===== config.mk =====
export PLATFORM = sky130hd
export DESIGN_NAME = frame_builder
export DESIGN_NICKNAME = d
export VERILOG_FILES = /design/src/rtl/frame_pkg.sv /design/src/rtl/frame_fifo.sv /design/src/rtl/frame_builder.sv
export SDC_FILE = /design/constraint.sdc
export NUM_CORES = 1
export LEC_CHECK = 0
export ABC_AREA = 1
export CORE_MARGIN = 2
export CORE_UTILIZATION = 25
export CTS_BUF_LIST = sky130_fd_sc_hd__clkbuf_16
export DETAILED_ROUTE_END_ITERATION = 12
export REMOVE_ABC_BUFFERS = 1
export SLEW_MARGIN = 20
export SYNTH_ARGS = -nofsm -noshare
export SYNTH_HDL_FRONTEND = slang
export SYNTH_SLANG_ARGS = --single-unit

===== constraint.sdc =====
create_clock -name clk -period 3 [get_ports clk]
set_input_delay 0.6 -clock clk [delete_from_list [all_inputs] [get_ports clk]]
set_output_delay 0.6 -clock clk [all_outputs]
set_load 0.1 [all_outputs]

===== src/rtl/frame_pkg.sv =====
// rtl/frame_pkg.sv - shared types for the frame builder
package frame_pkg;

    localparam int FRAME_W = 24;

    typedef enum logic [1:0] {
        IDLE = 2'd0,
        SEND = 2'd1,
        GAP  = 2'd2
    } state_t;

    typedef struct packed {
        logic [7:0] dsap;
        logic [7:0] ssap;
        logic [7:0] data;
    } frame_t;

endpackage


===== src/rtl/frame_fifo.sv =====
// rtl/frame_fifo.sv - power-of-two frame FIFO with registered occupancy count
import frame_pkg::*;

module frame_fifo #(
    parameter int DEPTH = 4
) (
    input  logic   clk,
    input  logic   reset,
    input  logic   push,
    input  logic   pop,
    input  frame_t wr_frame,
    output frame_t head,
    output logic   full,
    output logic   empty
);

    localparam int AW = $clog2(DEPTH);
    localparam logic [AW:0] FULL_COUNT = (AW + 1)'(DEPTH);

    frame_t        mem [DEPTH];
    logic [AW-1:0] wr_ptr;
    logic [AW-1:0] rd_ptr;
    logic [AW:0]   count;
    logic          do_push;
    logic          do_pop;

    assign full    = (count == FULL_COUNT);
    assign empty   = (count == '0);
    assign do_push = push && !full;
    assign do_pop  = pop && !empty;
    assign head    = mem[rd_ptr];

    // Storage is not reset: stale entries are unreachable once count is zero.
    always_ff @(posedge clk) begin
        if (do_push) begin
            mem[wr_ptr] <= wr_frame;
        end
    end

    always_ff @(posedge clk) begin
        if (!reset) begin
            wr_ptr <= '0;
            rd_ptr <= '0;
            count  <= '0;
        end else begin
            if (do_push) begin
                wr_ptr <= wr_ptr + 1'b1;
            end
            if (do_pop) begin
                rd_ptr <= rd_ptr + 1'b1;
            end
            case ({do_push, do_pop})
                2'b10:   count <= count + 1'b1;
                2'b01:   count <= count - 1'b1;
                default: count <= count;
            endcase
        end
    end

endmodule


===== src/rtl/frame_builder.sv =====
// rtl/frame_builder.sv - assembles {dsap, ssap, data} frames and strobes them toward the switch ingress
import frame_pkg::*;

module frame_builder #(
    parameter logic [7:0] SSAP    = 8'h00,
    parameter int         DEPTH   = 4,
    parameter int         N_PORTS = 4
) (
    input  logic               clk,
    input  logic               reset,
    input  logic               tx_valid,
    output logic               tx_ready,
    input  logic [7:0]         tx_dsap,
    input  logic [7:0]         tx_data,
    output logic [FRAME_W-1:0] out,
    output logic               en,
    input  logic               out_ready,
    output logic [7:0]         drop_cnt,
    output logic [7:0]         frame_cnt
);

    localparam logic [8:0] PORT_LIMIT = (N_PORTS > 255) ? 9'd256 : 9'(N_PORTS);

    state_t state;
    frame_t head;
    frame_t last_frame;
    frame_t wr_frame;
    logic   full;
    logic   empty;
    logic   accept;
    logic   dsap_ok;
    logic   write;
    logic   drop;
    logic   pop;

    assign tx_ready = !full;
    assign accept   = tx_valid && tx_ready;
    assign dsap_ok  = ({1'b0, tx_dsap} < PORT_LIMIT);
    assign write    = accept && dsap_ok;
    assign drop     = accept && !dsap_ok;
    assign wr_frame = '{dsap: tx_dsap, ssap: SSAP, data: tx_data};

    assign en  = (state == SEND);
    assign pop = en && out_ready;
    // Between strobes the last presented frame stays visible on out.
    assign out = en ? head : last_frame;

    frame_fifo #(
        .DEPTH(DEPTH)
    ) u_fifo (
        .clk     (clk),
        .reset   (reset),
        .push    (write),
        .pop     (pop),
        .wr_frame(wr_frame),
        .head    (head),
        .full    (full),
        .empty   (empty)
    );

    always_ff @(posedge clk) begin
        if (!reset) begin
            state      <= IDLE;
            last_frame <= '0;
            drop_cnt   <= '0;
            frame_cnt  <= '0;
        end else begin
            case (state)
                IDLE:    state <= empty ? IDLE : SEND;
                SEND:    state <= out_ready ? GAP : SEND;
                GAP:     state <= empty ? IDLE : SEND;
                default: state <= IDLE;
            endcase
            if (state == SEND) begin
                last_frame <= head;
            end
            if (pop) begin
                frame_cnt <= frame_cnt + 8'd1;
            end
            if (drop && (drop_cnt != 8'hFF)) begin
                drop_cnt <= drop_cnt + 8'd1;
            end
        end
    end

endmodule


==> metrics.txt <==
Antenna Nets Post-Route 0; nets@finish around 600; Chip Height 142 microns; largest net degree at the start of global routing 41; number of CTS-inserted buffers 17; Root Driver clkbuf_16; area of the multi-input gates roughly 1500 sq um; dpl cell area 5710 sq um; # port buffers 61; DR WL/cell ~12 microns; Clock power frac 0.499; Final GP Congestion 0.770; post-DP HPWL 6530 microns; Pleak approximately 2.4 nW; #FFs+latches synth ~120; Rows 50; Most common cell on crit path nand2_1; logic gate share of total power 0.031; Flop pwr share 0.470; GRT Residual Overflow 0; post-route cell area 6240 sq um; final setup vio count 0; CP Class reg2out; latest clock arrival within the worst-skew pair just over 0.4 ns; Syn Inst Count roughly 490; CTS tree done; vias 3,379; status completed; share of layout cells above drive strength 1 0.167; drt drc 0; crit path DAT ~2.1 ns; initial antenna violation count 1; Worst Max-Slew Pin Slew 0.584 ns; critical path required time between 2 and 2.5 ns; 1st-iter DRT viols between 200 and 250; unrepaired setup endpoints after global routing false; die width 142 microns; Reg2Reg Launch Point state[0]$_SDFF_PN0_; Hold Fails Final Rpt 0; postcts setup bufs 0; area grow syn2layout 30.8%; # diodes 0; period utilisation layout 0.893; Switching Power 0.000740 W; initial core utilization 0.255; DR vias/cell 4.15; Crit-path slowest cell inv_2; vias in the first global route about 3,200; htree depth 4; Netlist cell types 38; Final Util 0.334; internal power between 0.002 and 0.003 W; Switching Share 0.208; Placed Instances 782; Total Routing Usage GR 0.107; Layout fillers 1,876; post_cts resized 0; Max VDD drop 364 uV; Post-Route Setup TNS 0 ns; crit-path cells inv_2, o21ai_0, o21ai_1, nand2_1, nand2_1, buf_12; CP peak stage delay 0.50 ns; minimum clock period 2.68 ns; Slew headroom 0.610; clock slew seen by the registers of the worst setup and hold paths approximately 0.050 ns; CP startpoint kind register; number of max-cap violations 0; sequential cell area 2940 sq um; Avg Inst Size Synth ~9.7 sq um; Max Freq 373 MHz; final wirelength 10,100 microns; PD cells 570 nW/um^2; final cell count without fillers between 800 and 900; crit-path max FO 32; Synth Cell Area 4770 sq um; Max Slew Vio Count 0; core region area around 19,000 sq um; skew final a little over 0.008 ns; cts hold-fix bufs 0; Hold Path Class reg2reg; worst hold start last_frame[10]$_SDFF_PN0_; global-route wire length before repair roughly 16,000 microns; clk sinks ~120; clock tree buffer depth 2; IO Pins 62; Synth Warn # 0; floorplan die area 20,200 sq um; sequential area share after synthesis 0.617; first-pass iteration count of the detailed router 4; crit end category output pin
==> stage by stage <==
| step | setup WS [ns] | hold WS (ns) | power (W) |
|---|---|---|---|
| final | 0.321 | 0.441 | 0.00355 |
| after global placement | 0.293 | 0.433 | 0.00181 |
| after floorplan | 0.400 | 0.425 | 0.00175 |
| after global routing | 0.139 | 0.464 | 0.00369 |
| after detailed placement | 0.260 | 0.436 | 0.00181 |
| after CTS | 0.271 | 0.445 | 0.00360 |
==> power by group through the flow <==
stage	clock network, W	logic, W	registers (W)
final	0.00177	0.000110	0.00167
after global routing	0.00190	0.000119	0.00167
after CTS	0.00182	0.000112	0.00167
after detailed placement	0	0.000112	0.00170
after global placement	0	0.000111	0.00170
after floorplan	0	0.0000356	0.00172
==> flip-flops by register name, indices dropped and copies added (netlist names), named ones only <==
signal	cells
drop_cnt	8
frame_cnt	8
state	2
last_frame	24
u_fifo.count	3
u_fifo.rd_ptr	2
u_fifo.wr_ptr	2
u_fifo.mem	64
==> worst paths after layout <==
check / to / slack, ns / cells after the start
worst max-delay path: out[23] / 0.32 / 6
worst min-delay path: last_frame[10]$_SDFF_PN0_ / 0.44 / 2
worst max register to register: u_fifo.count[2]$_SDFFE_PN0P_ / 0.91 / 13
worst min register to register: last_frame[10]$_SDFF_PN0_ / 0.44 / 2
==> worst max-delay path, delay by kind of cell, from the launching register on <==
kind | cells | cell delay, ns
AO/OA/AOI/OAI | 2 | 0.32
buffers and inverters | 2 | 0.68
AND/OR/NAND/NOR | 2 | 0.24
flip-flops | 1 | 0.42
==> synth_stat cells <==
master | number | area [sq um]
buf_4 | 3 | 22.5
a21oi_1 | 37 | 185
o21ai_0 | 22 | 110
inv_1 | 34 | 128
fa_1 | 1 | 20.0
nand2_1 | 105 | 394
nor2_8 | 1 | 20.0
clkinv_1 | 2 | 7.51
nor2_1 | 75 | 282
buf_6 | 5 | 56.3
a21oi_2 | 3 | 26.3
nor3_1 | 8 | 40.0
o21bai_1 | 1 | 7.51
nand2_2 | 1 | 6.26
nand4_1 | 3 | 18.8
inv_6 | 1 | 8.76
nand3b_1 | 2 | 15.0
clkbuf_4 | 1 | 7.51
dfxtp_1 | 51 | 1020
nor3_2 | 1 | 10.0
nand2_4 | 1 | 11.3
nand3_2 | 1 | 10.0
nor2_2 | 4 | 25.0
clkbuf_1 | 1 | 3.75
nand3_1 | 6 | 30.0
clkinv_2 | 1 | 5.00
o21ai_2 | 1 | 8.76
o21a_1 | 1 | 7.51
xnor2_1 | 2 | 17.5
xor2_1 | 2 | 17.5
clkbuf_8 | 1 | 13.8
inv_2 | 4 | 15.0
nor2_4 | 1 | 11.3
o21ai_1 | 34 | 170
edfxtp_1 | 64 | 1920
buf_1 | 2 | 7.51
ha_1 | 7 | 87.6
buf_2 | 4 | 20.0
==> layer usage <==
metal  global-route usage  part of all wire  vias to the layer above
met3               0.0357             0.037                       13
met2                0.175              0.50                       43
met4               0.0521             0.016                        0
li1                     -                 -                     1787
met5                    0                 0                        -
met1                0.128              0.45                     1536
==> cell usage in the layout (no fill, tap or decap) <==
cell type / Yosys / routed
inv_6: 1 / 1
clkinv_4: 0 / 2
inv_1: 34 / 36
nor2_2: 4 / 4
clkinv_2: 1 / 5
xor2_1: 2 / 2
nor3_1: 8 / 8
nand2_2: 1 / 1
nand4_1: 3 / 3
a21oi_1: 37 / 37
nand3_1: 6 / 6
nor2_4: 1 / 1
buf_4: 3 / 36
nand3_2: 1 / 1
a21oi_2: 3 / 3
clkinv_1: 2 / 7
edfxtp_1: 64 / 64
o21a_1: 1 / 1
nor3_2: 1 / 1
buf_12: 0 / 16
nand3b_1: 2 / 2
inv_2: 4 / 4
o21ai_1: 34 / 34
nand2_4: 1 / 1
clkbuf_16: 0 / 17
fa_1: 1 / 1
nor2_1: 75 / 75
clkinvlp_4: 0 / 1
nand2_1: 105 / 105
ha_1: 7 / 7
nor2_8: 1 / 1
clkdlybuf4s50_1: 0 / 19
o21ai_0: 22 / 22
bufinv_16: 0 / 1
o21bai_1: 1 / 1
o21ai_2: 1 / 1
xnor2_1: 2 / 2
dfxtp_1: 51 / 51
==> logic make-up (layout without fill, tap and decap cells) <==
logic type / count (synthesis) / after routing / share of synthesized area
flops: 115 / 115 / 0.617
compound gates: 99 / 99 / 0.108
fa+ha+maj: 8 / 8 / 0.0226
xor+xnor: 4 / 4 / 0.00735
buf+inv: 59 / 145 / 0.0619
simple gates: 209 / 209 / 0.183
==> cell type report <==
type	instances	area share
Timing Repair Buffer	71	0.125
Clock buffer	17	0.0682
Inverter	42	0.0263
Sequential cell	115	0.472
Clock inverter	15	0.0162
Multi-Input combinational cell	320	0.245
Tap cell	234	0.0469
Power figures use the tool's default switching activity.
